**src/rtl/spi_sclk_gen_mode_pkg.sv**
```systemverilog
// Shared constants, state encoding and strobe decode for the SPI serial-clock
// generator and its datapath neighbours.
package spi_sclk_gen_mode_pkg;

  localparam int unsigned SPI_DIVIDER_LEN = 8;

  typedef enum logic [1:0] {
    SPI_CLK_IDLE  = 2'd0,
    SPI_CLK_SETUP = 2'd1,
    SPI_CLK_RUN   = 2'd2,
    SPI_CLK_HOLD  = 2'd3
  } spi_clk_state_e;

  // SPI modes as {cpol, cpha}
  localparam logic [1:0] SPI_MODE0 = 2'b00;
  localparam logic [1:0] SPI_MODE1 = 2'b01;
  localparam logic [1:0] SPI_MODE2 = 2'b10;
  localparam logic [1:0] SPI_MODE3 = 2'b11;

  typedef struct packed {
    logic sample;
    logic shift;
  } spi_strobe_t;

  // Leading edges are odd-numbered. With cpha=0 data is captured on the
  // leading edge and advanced on the trailing edge (except the final one,
  // since the first bit is already presented at CS assertion). With cpha=1
  // data is advanced on the leading edge and captured on the trailing edge.
  function automatic spi_strobe_t spi_edge_strobes(input logic cpha,
                                                   input logic leading,
                                                   input logic last_edge);
    spi_strobe_t s;
    s = '0;
    if (!cpha) begin
      s.sample = leading;
      s.shift  = !leading && !last_edge;
    end else begin
      s.shift  = leading;
      s.sample = !leading;
    end
    return s;
  endfunction

endpackage

```
**src/rtl/spi_sclk_gen_mode_if.sv**
```systemverilog
// Control/status bundle between the SPI register block, the clock generator
// and the shift-register datapath.
interface spi_sclk_gen_mode_if
  import spi_sclk_gen_mode_pkg::*;
#(
  parameter int unsigned DIV_W = SPI_DIVIDER_LEN,
  parameter int unsigned CNT_W = 6
);

  logic             i_enable;
  logic             i_tx_start;
  logic             i_cpol;
  logic             i_cpha;
  logic [DIV_W-1:0] i_divider;
  logic [CNT_W-1:0] i_bit_cnt;

  logic             o_sclk;
  logic             o_pos_edge;
  logic             o_neg_edge;
  logic             o_sample;
  logic             o_shift;
  logic             o_busy;
  logic             o_done;
  logic             o_cs_n;

  // Register-block side: issues configuration and start, observes status
  modport master (
    output i_enable, i_tx_start, i_cpol, i_cpha, i_divider, i_bit_cnt,
    input  o_sclk, o_pos_edge, o_neg_edge, o_sample, o_shift,
           o_busy, o_done, o_cs_n
  );

  // Clock-generator side
  modport slave (
    input  i_enable, i_tx_start, i_cpol, i_cpha, i_divider, i_bit_cnt,
    output o_sclk, o_pos_edge, o_neg_edge, o_sample, o_shift,
           o_busy, o_done, o_cs_n
  );

endinterface

```
**src/rtl/spi_sclk_gen_mode_half_period_cnt.sv**
```systemverilog
// Loadable modulo-(max+1) counter with terminal-count flag. Used for the SCLK
// half-period here and for the slave-side oversampler.
module spi_half_period_cnt #(
  parameter int unsigned W = 8
) (
  input  logic         clk,
  input  logic         rst_n,
  input  logic         clr,
  input  logic         en,
  input  logic [W-1:0] max,
  output logic         tc
);

  logic [W-1:0] cnt_q;

  // Count 0..max and wrap; clr restarts the count at zero
  always_ff @(posedge clk or negedge rst_n) begin
    if (!rst_n) begin
      cnt_q <= '0;
    end else if (clr) begin
      cnt_q <= '0;
    end else if (en) begin
      if (cnt_q == max) cnt_q <= '0;
      else              cnt_q <= cnt_q + 1'b1;
    end
  end

  // Terminal count is left ungated so the caller can qualify it by state
  // without a combinational loop through the enable
  assign tc = (cnt_q == max);

endmodule

```
**src/rtl/spi_sclk_gen_mode.sv**
```systemverilog
// SPI serial-clock generator with CPOL/CPHA modes, programmable transfer
// length, chip-select setup/hold and per-bit sample/shift strobes.
module spi_sclk_gen_mode
  import spi_sclk_gen_mode_pkg::*;
#(
  parameter int unsigned DIV_W    = SPI_DIVIDER_LEN,
  parameter int unsigned CNT_W    = 6,
  parameter int unsigned CS_SETUP = 2,
  parameter int unsigned CS_HOLD  = 2
) (
  input logic                i_clk,
  input logic                i_rst_n,
  spi_sclk_gen_mode_if.slave bus
);

  localparam int unsigned WAIT_MAX = (CS_SETUP > CS_HOLD) ? CS_SETUP : CS_HOLD;
  localparam int unsigned WAIT_W   = $clog2(WAIT_MAX) + 1;
  localparam logic [WAIT_W-1:0] SETUP_LAST = WAIT_W'(CS_SETUP - 1);
  localparam logic [WAIT_W-1:0] HOLD_LAST  = WAIT_W'(CS_HOLD - 1);

  spi_clk_state_e    state_q, state_d;
  logic [DIV_W-1:0]  div_q, div_d;
  logic [CNT_W-1:0]  cnt_q, cnt_d;
  logic              cpol_q, cpol_d;
  logic              cpha_q, cpha_d;
  logic [CNT_W:0]    edge_q, edge_d;
  logic [CNT_W:0]    next_edge;
  logic              last_edge;
  logic [WAIT_W-1:0] wait_q, wait_d;

  logic              sclk_q, sclk_d;
  logic              pos_q, pos_d;
  logic              neg_q, neg_d;
  spi_strobe_t       strobe_q, strobe_d;
  logic              busy_q, busy_d;
  logic              done_q, done_d;
  logic              cs_n_q, cs_n_d;

  logic              phase_clr;
  logic              phase_en;
  logic              phase_tc;
  logic              start_ok;

  spi_half_period_cnt #(
    .W (DIV_W)
  ) u_phase (
    .clk   (i_clk),
    .rst_n (i_rst_n),
    .clr   (phase_clr),
    .en    (phase_en),
    .max   (div_q),
    .tc    (phase_tc)
  );

  assign next_edge = edge_q + 1'b1;
  assign last_edge = (next_edge == {cnt_q, 1'b0});
  assign start_ok  = bus.i_tx_start && bus.i_enable && (bus.i_bit_cnt != '0);

  // State register and registered outputs
  always_ff @(posedge i_clk or negedge i_rst_n) begin
    if (!i_rst_n) begin
      state_q  <= SPI_CLK_IDLE;
      div_q    <= '0;
      cnt_q    <= '0;
      cpol_q   <= 1'b0;
      cpha_q   <= 1'b0;
      edge_q   <= '0;
      wait_q   <= '0;
      sclk_q   <= 1'b0;
      pos_q    <= 1'b0;
      neg_q    <= 1'b0;
      strobe_q <= '0;
      busy_q   <= 1'b0;
      done_q   <= 1'b0;
      cs_n_q   <= 1'b1;
    end else begin
      state_q  <= state_d;
      div_q    <= div_d;
      cnt_q    <= cnt_d;
      cpol_q   <= cpol_d;
      cpha_q   <= cpha_d;
      edge_q   <= edge_d;
      wait_q   <= wait_d;
      sclk_q   <= sclk_d;
      pos_q    <= pos_d;
      neg_q    <= neg_d;
      strobe_q <= strobe_d;
      busy_q   <= busy_d;
      done_q   <= done_d;
      cs_n_q   <= cs_n_d;
    end
  end

  // Next-state and next-output decode
  always_comb begin
    state_d   = state_q;
    div_d     = div_q;
    cnt_d     = cnt_q;
    cpol_d    = cpol_q;
    cpha_d    = cpha_q;
    edge_d    = edge_q;
    wait_d    = wait_q;
    sclk_d    = sclk_q;
    pos_d     = 1'b0;
    neg_d     = 1'b0;
    strobe_d  = '0;
    busy_d    = busy_q;
    done_d    = 1'b0;
    cs_n_d    = cs_n_q;
    phase_clr = 1'b1;
    phase_en  = 1'b0;

    case (state_q)
      SPI_CLK_IDLE: begin
        sclk_d = bus.i_cpol;
        busy_d = 1'b0;
        cs_n_d = 1'b1;
        if (start_ok) begin
          div_d   = bus.i_divider;
          cnt_d   = bus.i_bit_cnt;
          cpol_d  = bus.i_cpol;
          cpha_d  = bus.i_cpha;
          edge_d  = '0;
          wait_d  = '0;
          busy_d  = 1'b1;
          cs_n_d  = 1'b0;
          state_d = SPI_CLK_SETUP;
        end
      end

      SPI_CLK_SETUP: begin
        sclk_d = cpol_q;
        if (wait_q == SETUP_LAST) begin
          wait_d  = '0;
          state_d = SPI_CLK_RUN;
        end else begin
          wait_d = wait_q + 1'b1;
        end
      end

      SPI_CLK_RUN: begin
        phase_clr = 1'b0;
        phase_en  = 1'b1;
        if (phase_tc) begin
          sclk_d   = ~sclk_q;
          pos_d    = ~sclk_q;
          neg_d    = sclk_q;
          edge_d   = next_edge;
          strobe_d = spi_edge_strobes(cpha_q, next_edge[0], last_edge);
          if (last_edge) begin
            wait_d  = '0;
            state_d = SPI_CLK_HOLD;
          end
        end
      end

      SPI_CLK_HOLD: begin
        if (wait_q == HOLD_LAST) begin
          wait_d  = '0;
          busy_d  = 1'b0;
          cs_n_d  = 1'b1;
          done_d  = 1'b1;
          state_d = SPI_CLK_IDLE;
        end else begin
          wait_d = wait_q + 1'b1;
        end
      end

      default: begin
        state_d = SPI_CLK_IDLE;
      end
    endcase

    // Abort overrides every transition above: release CS and park SCLK
    if ((state_q != SPI_CLK_IDLE) && !bus.i_enable) begin
      state_d   = SPI_CLK_IDLE;
      sclk_d    = cpol_q;
      pos_d     = 1'b0;
      neg_d     = 1'b0;
      strobe_d  = '0;
      busy_d    = 1'b0;
      done_d    = 1'b0;
      cs_n_d    = 1'b1;
      edge_d    = '0;
      wait_d    = '0;
      phase_clr = 1'b1;
      phase_en  = 1'b0;
    end
  end

  assign bus.o_sclk     = sclk_q;
  assign bus.o_pos_edge = pos_q;
  assign bus.o_neg_edge = neg_q;
  assign bus.o_sample   = strobe_q.sample;
  assign bus.o_shift    = strobe_q.shift;
  assign bus.o_busy     = busy_q;
  assign bus.o_done     = done_q;
  assign bus.o_cs_n     = cs_n_q;

endmodule

```
**src/flat_wrapper.sv**
```systemverilog
// flat-port wrapper written by rule: the top's interface ports become plain ports
module spi_sclk_gen_mode_flat import spi_sclk_gen_mode_pkg::*;
#(
  parameter int unsigned DIV_W    = SPI_DIVIDER_LEN,
  parameter int unsigned CNT_W    = 6,
  parameter int unsigned CS_SETUP = 2,
  parameter int unsigned CS_HOLD  = 2
)
  (i_clk, i_rst_n, bus_i_enable, bus_i_tx_start, bus_i_cpol, bus_i_cpha, bus_i_divider, bus_i_bit_cnt, bus_o_sclk, bus_o_pos_edge, bus_o_neg_edge, bus_o_sample, bus_o_shift, bus_o_busy, bus_o_done, bus_o_cs_n);
  spi_sclk_gen_mode_if #(.DIV_W(DIV_W), .CNT_W(CNT_W)) bus_i ();
  input logic i_clk;
  input logic i_rst_n;
  input wire logic [$bits(bus_i.i_enable)-1:0] bus_i_enable;
  input wire logic [$bits(bus_i.i_tx_start)-1:0] bus_i_tx_start;
  input wire logic [$bits(bus_i.i_cpol)-1:0] bus_i_cpol;
  input wire logic [$bits(bus_i.i_cpha)-1:0] bus_i_cpha;
  input wire logic [$bits(bus_i.i_divider)-1:0] bus_i_divider;
  input wire logic [$bits(bus_i.i_bit_cnt)-1:0] bus_i_bit_cnt;
  output wire logic [$bits(bus_i.o_sclk)-1:0] bus_o_sclk;
  output wire logic [$bits(bus_i.o_pos_edge)-1:0] bus_o_pos_edge;
  output wire logic [$bits(bus_i.o_neg_edge)-1:0] bus_o_neg_edge;
  output wire logic [$bits(bus_i.o_sample)-1:0] bus_o_sample;
  output wire logic [$bits(bus_i.o_shift)-1:0] bus_o_shift;
  output wire logic [$bits(bus_i.o_busy)-1:0] bus_o_busy;
  output wire logic [$bits(bus_i.o_done)-1:0] bus_o_done;
  output wire logic [$bits(bus_i.o_cs_n)-1:0] bus_o_cs_n;
  assign bus_i.i_enable = bus_i_enable;
  assign bus_i.i_tx_start = bus_i_tx_start;
  assign bus_i.i_cpol = bus_i_cpol;
  assign bus_i.i_cpha = bus_i_cpha;
  assign bus_i.i_divider = bus_i_divider;
  assign bus_i.i_bit_cnt = bus_i_bit_cnt;
  assign bus_o_sclk = bus_i.o_sclk;
  assign bus_o_pos_edge = bus_i.o_pos_edge;
  assign bus_o_neg_edge = bus_i.o_neg_edge;
  assign bus_o_sample = bus_i.o_sample;
  assign bus_o_shift = bus_i.o_shift;
  assign bus_o_busy = bus_i.o_busy;
  assign bus_o_done = bus_i.o_done;
  assign bus_o_cs_n = bus_i.o_cs_n;
  spi_sclk_gen_mode #(.DIV_W(DIV_W), .CNT_W(CNT_W), .CS_SETUP(CS_SETUP), .CS_HOLD(CS_HOLD)) u_core (.i_clk(i_clk), .i_rst_n(i_rst_n), .bus(bus_i));
endmodule
```
**config.mk**
```make
export PLATFORM = sky130hd
export DESIGN_NAME = spi_sclk_gen_mode_flat
export DESIGN_NICKNAME = d
export VERILOG_FILES = /design/src/rtl/spi_sclk_gen_mode_pkg.sv /design/src/rtl/spi_sclk_gen_mode_if.sv /design/src/rtl/spi_sclk_gen_mode_half_period_cnt.sv /design/src/rtl/spi_sclk_gen_mode.sv /design/src/flat_wrapper.sv
export SDC_FILE = /design/constraint.sdc
export NUM_CORES = 1
export LEC_CHECK = 0
export ABC_AREA = 1
export CORE_ASPECT_RATIO = 0.6
export CORE_MARGIN = 5
export CORE_UTILIZATION = 45
export DETAILED_ROUTE_END_ITERATION = 8
export PLACE_DENSITY = 0.75
export SETUP_SLACK_MARGIN = 0.5
export SLEW_MARGIN = 30
export SYNTH_ARGS = -nofsm -noshare
export SYNTH_HDL_FRONTEND = slang
export SYNTH_HIERARCHICAL = 1
export SYNTH_SLANG_ARGS = --single-unit
```
**constraint.sdc**
```tcl
create_clock -name i_clk -period 3.4 [get_ports i_clk]
set_input_delay 0.68 -clock i_clk [delete_from_list [all_inputs] [get_ports i_clk]]
set_output_delay 0.68 -clock i_clk [all_outputs]
set_load 0.05 [all_outputs]
```
== Yosys cells after proc, flatten, opt, wreduce, memory -nomap -nowiden ==
Cells that the tools add are included.
Widths: inputs -> output; s select.

* Register bits: 43
* Output and inout port bits: 8
* Word-level logic and storage cells: 100

* Add/sub/neg operators: 3
* Reductions and logical operators: 21
* Eq/ne operators: 11
* Multiplexer cells: 48
* Bitwise gates (word level): 1

{| class="wikitable"
|+ Operator list
! cell !! count
|-
| $mux 2 || 15
|-
| $mux 8 || 3
|-
| $mux 1 || 21
|-
| $mux 7 || 3
|-
| $ne 3x1->1 const B || 5
|-
| $pmux 7 s2 || 1
|-
| $add 8x1->8 const B || 1
|-
| $eq 8x8->1 || 1
|-
| $pmux 2 s4 || 1
|-
| $add 7x1->7 const B || 1
|-
| $eq 7x7->1 || 1
|-
| $pmux 2 s3 || 1
|-
| $reduce_and 2->1 || 3
|-
| $reduce_and 3->1 || 2
|-
| $reduce_bool 3->1 || 2
|-
| $reduce_bool 6->1 || 1
|-
| $reduce_and 5->1 || 1
|-
| $eq 2x1->1 const B || 2
|-
| $eq 2x2->1 const B || 2
|-
| $logic_and 1x1->1 || 4
|-
| $pmux 1 s2 || 2
|-
| $reduce_bool 2->1 || 2
|-
| $reduce_bool 4->1 || 1
|-
| $logic_not 1->1 || 3
|-
| 5 further kinds || 5
|}

== Longest topological paths before layout ==
Gate-level depths: netlist of the first run.

* Word-level depth: 8
* Mapped depth: 14

== Cells and area by module ==
The synthesis of the first run kept the hierarchy.

{| class="wikitable"
|+ Modules (own cells, without submodules)
! module !! times used !! area each (um^2) !! cells an instance !! sequential area each (um^2)
|-
| spi_sclk_gen_mode || 1 || 1762.9 || 203 || 877.1
|-
| spi_half_period_cnt || 1 || 609.3 || 87 || 200.2
|}

== Worst setup path after synthesis of the first run ==
OpenSTA, ideal clock, no wires.

* Path kind: reg-to-reg
* Start point: register u_core.state_q[0]
* End point: register u_core.state_q[0]
* Stages on the path, launching flop included: 13
* Data required time: 3.283 ns
* Arrival: 1.793 ns
* Period minus slack after synthesis: 1.910 ns
* Path buffers: 0
* Setup slack: 1.490 ns
* Setup time: 0.117 ns
* Cells stage by stage: dfrtp_1 -> inv_1 -> ha_1 -> nor2_4 -> nor2_4 -> inv_2 -> nor2_2 -> a21oi_4 -> inv_2 -> a21oi_1 -> nand2_1 -> nand2_1 -> nand2_1

* Cells in the longest elaborated chain, start to end: 4
* Elaborated cells between the ends (all ways): 14

{| class="wikitable"
|+ RTL lines
! element !! RTL line !! RTL
|-
| from (decl) || spi_sclk_gen_mode.sv:21 || <nowiki>spi_clk_state_e state_q, state_d;</nowiki>
|-
| from (signal assigned) || spi_sclk_gen_mode.sv:77 || <nowiki>state_q <= state_d;</nowiki>
|-
| $reduce_bool 2->1 || spi_sclk_gen_mode.sv:175 || <nowiki>if ((state_q != SPI_CLK_IDLE) && !bus.i_enable) begin</nowiki>
|-
| $logic_and 1x1->1 || spi_sclk_gen_mode.sv:175 ||
|-
| $ne 3x1->1 (no line) || n/a ||
|-
| $reduce_and 5->1 (no line) || n/a ||
|}

Several ways; a longest one is shown, not always the timed one.
A chain may end at the register's enable or synchronous reset.

== Worst setup path after layout of the first run ==
* Start point: register u_core.cs_n_q (netlist: u_core/bus.o_cs_n)
* End point: output port bus_o_cs_n

{| class="wikitable"
|+ RTL lines
! element !! RTL line !! RTL
|-
| from (decl) || spi_sclk_gen_mode.sv:37 || <nowiki>logic cs_n_q, cs_n_d;</nowiki>
|-
| from (signal assigned) || spi_sclk_gen_mode.sv:90 || <nowiki>cs_n_q <= cs_n_d;</nowiki>
|-
| to (decl) || flat_wrapper.sv:26 || <nowiki>output wire logic [$bits(bus_i.o_cs_n)-1:0] bus_o_cs_n;</nowiki>
|}

No word-level cell between the ends.

==> flow_metrics.py, run 1 <==
metrics = {
    "route": {
        "first_pass_iters": 5,
        "drc": 0,
        "wl_per_cell_um": 13.0,
        "antenna_left": 0,
        "dr_total_vias": 1946,
        "maxUsedRoutingLayer": "met4",
        "viasPerCell": 5.00,
        "met2_length_um": 2010,
        "drt_iter0_markers": 94,
        "wl_met1_um": 2760,
        "drt_wl_total_um": 5050,
        "dr_wl_met3_um": 240,
    },
    "pwr": {
        "peakVddDrop_mv": 0.432,
        "leakagePower_nw": 1.34,
        "power_per_cell_area_nw_per_um2": 715,
    },
    "clocking": {
        "insertion_delay_ns": 0.30,
        "cts_sinks": 43,
        "cts_resized": 0,
        "htreeDepth": 2,
        "cts.clk_slew.worst_paths_ns": 0.09,
        "cts_setup_buffers": 0,
        "cts_root_buf": "clkbuf_8",
        "clockBufferDepth": 2,
        "cts_tree": "built",
        "holdBufCountCts": 0,
        "numCtsBuffers": 5,
    },
    "synthesis": {
        "ys_seq_elements": 43,
        "syn-instance-count": 290,
        "syn_avg_cell_area_um2": 8.18,
        "ys_types": 37,
        "syn_nets": 316,
        "ys_seq_area_share_pct": 45.4,
        "yosys_warnings": 6,
        "syn-cell-area_um2": 2370,
    },
    "cells_and_area": {
        "finalInstanceArea_um2": 2830,
        "drive_above_1_share_pct": 9.29,
        "final_common_cell": "nand2_1",
        "area_growth_pct": 19.2,
        "final_cell_mix": "nand2_1 (77), dfrtp_1 (42), inv_1 (38)",
        "layout.nets": 348,
        "n_antenna_cell": 0,
    },
    "worst_setup_path": {
        "slowest_delay_ns": 0.80,
        "critPathTopFamily": "buffers and inverters",
        "critical_path_required_ns": 2.72,
        "worst-r2r-cell-count": 12,
        "critical_path_class": "reg -> out",
        "cp_num_cells": 1,
        "worstSetupStartpointType": "register",
        "endpoint_kind": "output pin",
        "cp_slowest_cell": "clkdlybuf4s50_1",
        "crit_chain": "clkdlybuf4s50_1",
        "crit_path_max_fanout": 2,
        "cp_num_buf_inv": 1,
        "crit_arrival_ns": 1.62,
    },
    "floorplanning": {
        "design.portCount": 28,
        "coreArea_um2": 5080,
        "start_util_pct": 46.7,
        "die_area_um2": 6870,
        "die_x_um": 104,
        "rows": 20,
        "fp.dieH_um": 66.2,
    },
    "sta": {
        "skew_ns": 0.00889,
        "setup-violations-final": 0,
        "slew_headroom_pct": 64.1,
        "max_freq_ghz": 0.434,
        "grt_setup_unrepaired": "false",
        "finalCriticalPeriod_ns": 2.30,
        "worst_pin_slew_ns": 0.538,
        "fin_tns_setup_ns": 0,
        "finalHoldViolCount": 0,
        "period_share_pct": 67.8,
        "slew_violations": 0,
    },
    "place": {
        "placed_area_um2": 2710,
        "place_hpwl_um": 3800,
        "portBuffers": 27,
        "gp_congestion": 0.892,
    },
    "global_route": {
        "grt_pass1_vias": 1717,
        "overflow": 0,
        "track_usage_pct": 15.6,
        "grt_max_degree": 44,
        "antenna_found_initial": 0,
        "grt_pass1_wl_um": 8490,
    },
    "min_path": {
        "hold_path_class": "in -> async",
    },
    "status": {
        "status": "finished, final reports clean",
    },
    "flow_run": {
        "maxCapViolations": 0,
    },
}
[path summary, 6_finish.rpt]
kind | from | to | slack [ns]
max in group asynchronous | i_rst_n | u_core/bus.o_cs_n$_DFFE_PN1P_ | 2.66
min | i_rst_n | u_core/wait_q[0]$_DFFE_PN0P_ | 0.36
max reg2reg | u_core/state_q[0]$_DFFE_PN0P_ | u_core/edge_q[0]$_DFFE_PN0P_ | 1.16
max | u_core/bus.o_cs_n$_DFFE_PN1P_ | bus_o_cs_n | 1.10
min reg2reg | u_core/wait_q[1]$_DFFE_PN0P_ | u_core/wait_q[1]$_DFFE_PN0P_ | 0.48
min in group i_clk | u_core/wait_q[1]$_DFFE_PN0P_ | u_core/wait_q[1]$_DFFE_PN0P_ | 0.48
[logic make-up after synthesis]
kind of cell    count (synthesis)  share of synthesized area (%)
simple gates                  138                           26.2
flops                          43                           45.4
compound gates                 34                           8.39
xor+xnor                       10                           3.69
fa+ha+maj                       6                           3.16
buf+inv                        48                           7.96
mux                            11                           5.22
[synth_stat cells, drive strengths merged]
cell type   n  area [um^2]
a21oi      14         85.1
a22oi       1         7.51
a31oi       1         6.26
and3        1         6.26
buf         2         16.3
clkbuf      1         3.75
clkinv      2         7.51
dfrtp      42         1050
dfstp       1         26.3
ha          6         75.1
inv        43          161
mux2       11          124
nand2      79          312
nand3      19          100
nand3b      1         7.51
nand4       3         18.8
nor2       31          146
nor3        1         5.00
nor3b       1         12.5
nor4        1         6.26
o211ai      1         7.51
o21a        1         7.51
o21ai      12         60.1
o22ai       4         25.0
or2         1         6.26
xnor2       5         43.8
xor2        5         43.8
[power breakdown]
group	leakage (nW)	switching [mW]	internal, mW	total, mW
Sequential	0.553	0.117	0.659	0.776
Combinational	0.726	0.510	0.318	0.829
Clock	0.0612	0.178	0.238	0.416
Total	1.34	0.806	1.22	2.02
[registers in the layout, indices dropped and copies added, names as in the netlist, 2 cells and up]
name / cells
u_core/edge_q: 7
u_core/wait_q: 2
u_core/u_phase/cnt_q: 8
u_core/cnt_q: 6
u_core/state_q: 2
u_core/div_q: 8
[area by class of cell]
| cell class | count | area (um^2) |
|---|---|---|
| clock inverter | 2 | 35.0 |
| fill | 453 | 2250 |
| tap | 66 | 82.6 |
| inverter | 45 | 169 |
| timing repair buffer | 28 | 275 |
| sequential | 43 | 1080 |
| multi-input combinational | 199 | 1110 |
| clock buffer | 6 | 82.6 |
[through the flow]
step | total power [mW] | util (%) | instances | worst slack [ns] | hold slack, ns
global placement | 1.59 | 53.3 | 381 | 0.892 | 0.458
global route | 2.17 | 55.7 | 389 | 0.967 | 0.410
detailed placement | 1.61 | 53.3 | 381 | 0.813 | 0.464
CTS | 2.03 | 55.6 | 389 | 1.08 | 0.481
finish | 2.02 | 55.7 | 389 | 1.10 | 0.364
floorplan | 1.39 | - | 290 | 1.49 | 0.384
[routing by layer]
layer  track usage, %  vias to the layer above
met3             4.00                        4
met5                0                        -
met4             5.17                        0
li1                 -                      987
met2             21.8                       46
met1             23.2                      909
Note: power is estimated with default switching activity, not from simulation.
==> inputs of run 2 (changes only) <==
- PLACE_DENSITY: 0.75 -> 0.78
- clock period: 3.4 -> 2.09 ns (I/O delays scaled with it)
==> flow_metrics.py, run 2 (synthesis results as in run 1) <==
metrics = {
    "place": {
        "gp_congestion": 0.864,
        "place_hpwl_um": 4120,
        "portBuffers": 27,
    },
    "cells_and_area": {
        "nFillCells": 343,
        "drive_above_1_share_pct": 39.6,
        "n_antenna_cell": 0,
        "layout.nets": 399,
        "area_growth_pct": 51.1,
        "final_cell_mix": "nand2_1 (63), buf_4 (38), dfrtp_1 (38)",
        "reg.largest.list": "u_core/div_q x8, u_core/u_phase/cnt_q x8, u_core/edge_q x7",
        "final_common_cell": "nand2_1",
    },
    "worst_setup_path": {
        "regToRegSetupSlack_ns": 0.31,
        "crit_path_frequent_cell": "nand2_1",
        "endpoint_kind": "register",
        "crit_chain": "inv_1 > nand2_1 > nand2_1 > nand2_1 > nor2_2 > nand2_4 > inv_4 > nor2_4 > a21oi_4 > inv_2 > a21oi_4 > buf_6 > o22ai_2",
        "critical_path_class": "reg -> reg",
        "critical_path_required_ns": 2.29,
        "slowest_delay_ns": 0.40,
        "crit_path_max_fanout": 3,
        "worstSetupStartpointType": "register",
        "cp_slowest_cell": "dfrtp_1",
        "crit_arrival_ns": 1.98,
    },
    "route": {
        "viasPerCell": 5.16,
        "wl_per_cell_um": 15.7,
        "drc": 0,
        "antenna_left": 0,
        "first_pass_iters": 4,
        "dr_total_vias": 2271,
        "drt_iter0_markers": 194,
        "drt_wl_total_um": 6890,
    },
    "global_route": {
        "grt_max_degree": 44,
        "grt_pass1_vias": 2169,
        "track_usage_pct": 18.8,
        "overflow": 0,
        "grt_pass1_wl_um": 10300,
        "antenna_found_initial": 0,
    },
    "clocking": {
        "htreeDepth": 2,
        "cts_root_buf": "clkbuf_8",
        "cts_tree": "built",
        "numCtsBuffers": 5,
        "cts_sinks": 43,
        "cts.clk_slew.worst_paths_ns": 0.09,
        "insertion_delay_ns": 0.31,
        "clockBufferDepth": 2,
    },
    "pwr": {
        "p_total_mw": 4.18,
        "peakVddDrop_mv": 0.750,
        "power_per_cell_area_nw_per_um2": 1170,
        "leakagePower_nw": 1.67,
    },
    "sta": {
        "finalCriticalPeriod_ns": 1.78,
        "slew_violations": 0,
        "max_freq_ghz": 0.561,
        "skew_ns": 0.0150,
        "setup-violations-final": 0,
        "period_share_pct": 85.2,
        "grt_setup_unrepaired": "true",
        "slew_headroom_pct": 62.8,
        "fin_tns_setup_ns": 0,
        "worst_pin_slew_ns": 0.558,
        "finalHoldViolCount": 0,
    },
    "flow_run": {
        "maxCapViolations": 0,
    },
    "min_path": {
        "hold_path_class": "in -> async",
    },
    "status": {
        "status": "finished, final reports clean",
    },
    "floorplanning": {
        "design.portCount": 28,
        "coreArea_um2": 5080,
        "rows": 20,
        "die_area_um2": 6870,
        "die_x_um": 104,
        "fp.dieH_um": 66.2,
        "start_util_pct": 46.7,
    },
}
[run 2: worst paths after layout]
path / startpoint / endpoint / cells after the start
worst max register to register: u_core/u_phase/cnt_q[1]$_DFFE_PN0P_ / u_core/edge_q[5]$_DFFE_PN0P_ / 13
min in group i_clk: bus_i_bit_cnt[1] / u_core/cnt_q[1]$_DFFE_PN0P_ / 3
worst max-delay path: u_core/u_phase/cnt_q[1]$_DFFE_PN0P_ / u_core/edge_q[5]$_DFFE_PN0P_ / 13
worst min register to register: u_core/wait_q[1]$_DFFE_PN0P_ / u_core/wait_q[1]$_DFFE_PN0P_ / 2
worst min-delay path: i_rst_n / u_core/bus.o_neg_edge$_DFF_PN0_ / 2
max in group asynchronous: i_rst_n / u_core/u_phase/cnt_q[2]$_DFFE_PN0P_ / 2
[run 2: critical path: cells and delay by family, from the launching register on]
family	cells	cell delay, ns
compound gates	3	0.40
buf+inv	4	0.43
flops	1	0.40
simple gates	6	0.46
[run 2: where the power goes]
group	internal (mW)	switching [mW]	total [mW]
clock network	0.478	0.299	0.776
logic	0.921	1.19	2.11
registers	1.07	0.211	1.28
total	2.47	1.70	4.18
[run 2: cell type report]
type | count | area, um^2 | share of cell area, %
multi-input cells | 199 | 1410 | 39.4
flip-flops and latches | 43 | 1080 | 30.2
repair buffers | 79 | 698 | 19.5
inverters | 45 | 178 | 4.96
well taps | 66 | 82.6 | 2.30
clock buffers | 6 | 72.6 | 2.03
clock inverters | 2 | 60.1 | 1.68
[run 2: layer usage]
| metal | part of all wire, % | vias up | track usage, % |
|---|---|---|---|
| li1 | - | 1093 | - |
| met1 | 45 | 1103 | 26.3 |
| met2 | 47 | 66 | 28.9 |
| met3 | 6.2 | 9 | 4.78 |
| met4 | 1.1 | 0 | 5.65 |
| met5 | 0 | - | 0 |
[run 2: stage by stage]
stage               cells  hold WS (ns)  setup slack [ns]  cell area, um^2  util, %
finish                440         0.182             0.309             3580     70.5
global route          440         0.223             0.206             3580     70.5
CTS                   432         0.199             0.358             3340     65.7
detailed placement    389         0.480            0.0795             2810     55.2
global placement      389         0.465             0.136             2810     55.2
floorplan             290         0.122             0.371             2410        -
[run 2: repair_timing]
action                                  4_1_cts  5_1_grt
gates resized for setup                      50       62
hold buffers                                  0        0
setup buffers                                35        8
hold endpoints to repair                      0        0
pin swaps                                    20       22
endpoints found under the setup margin       32       41
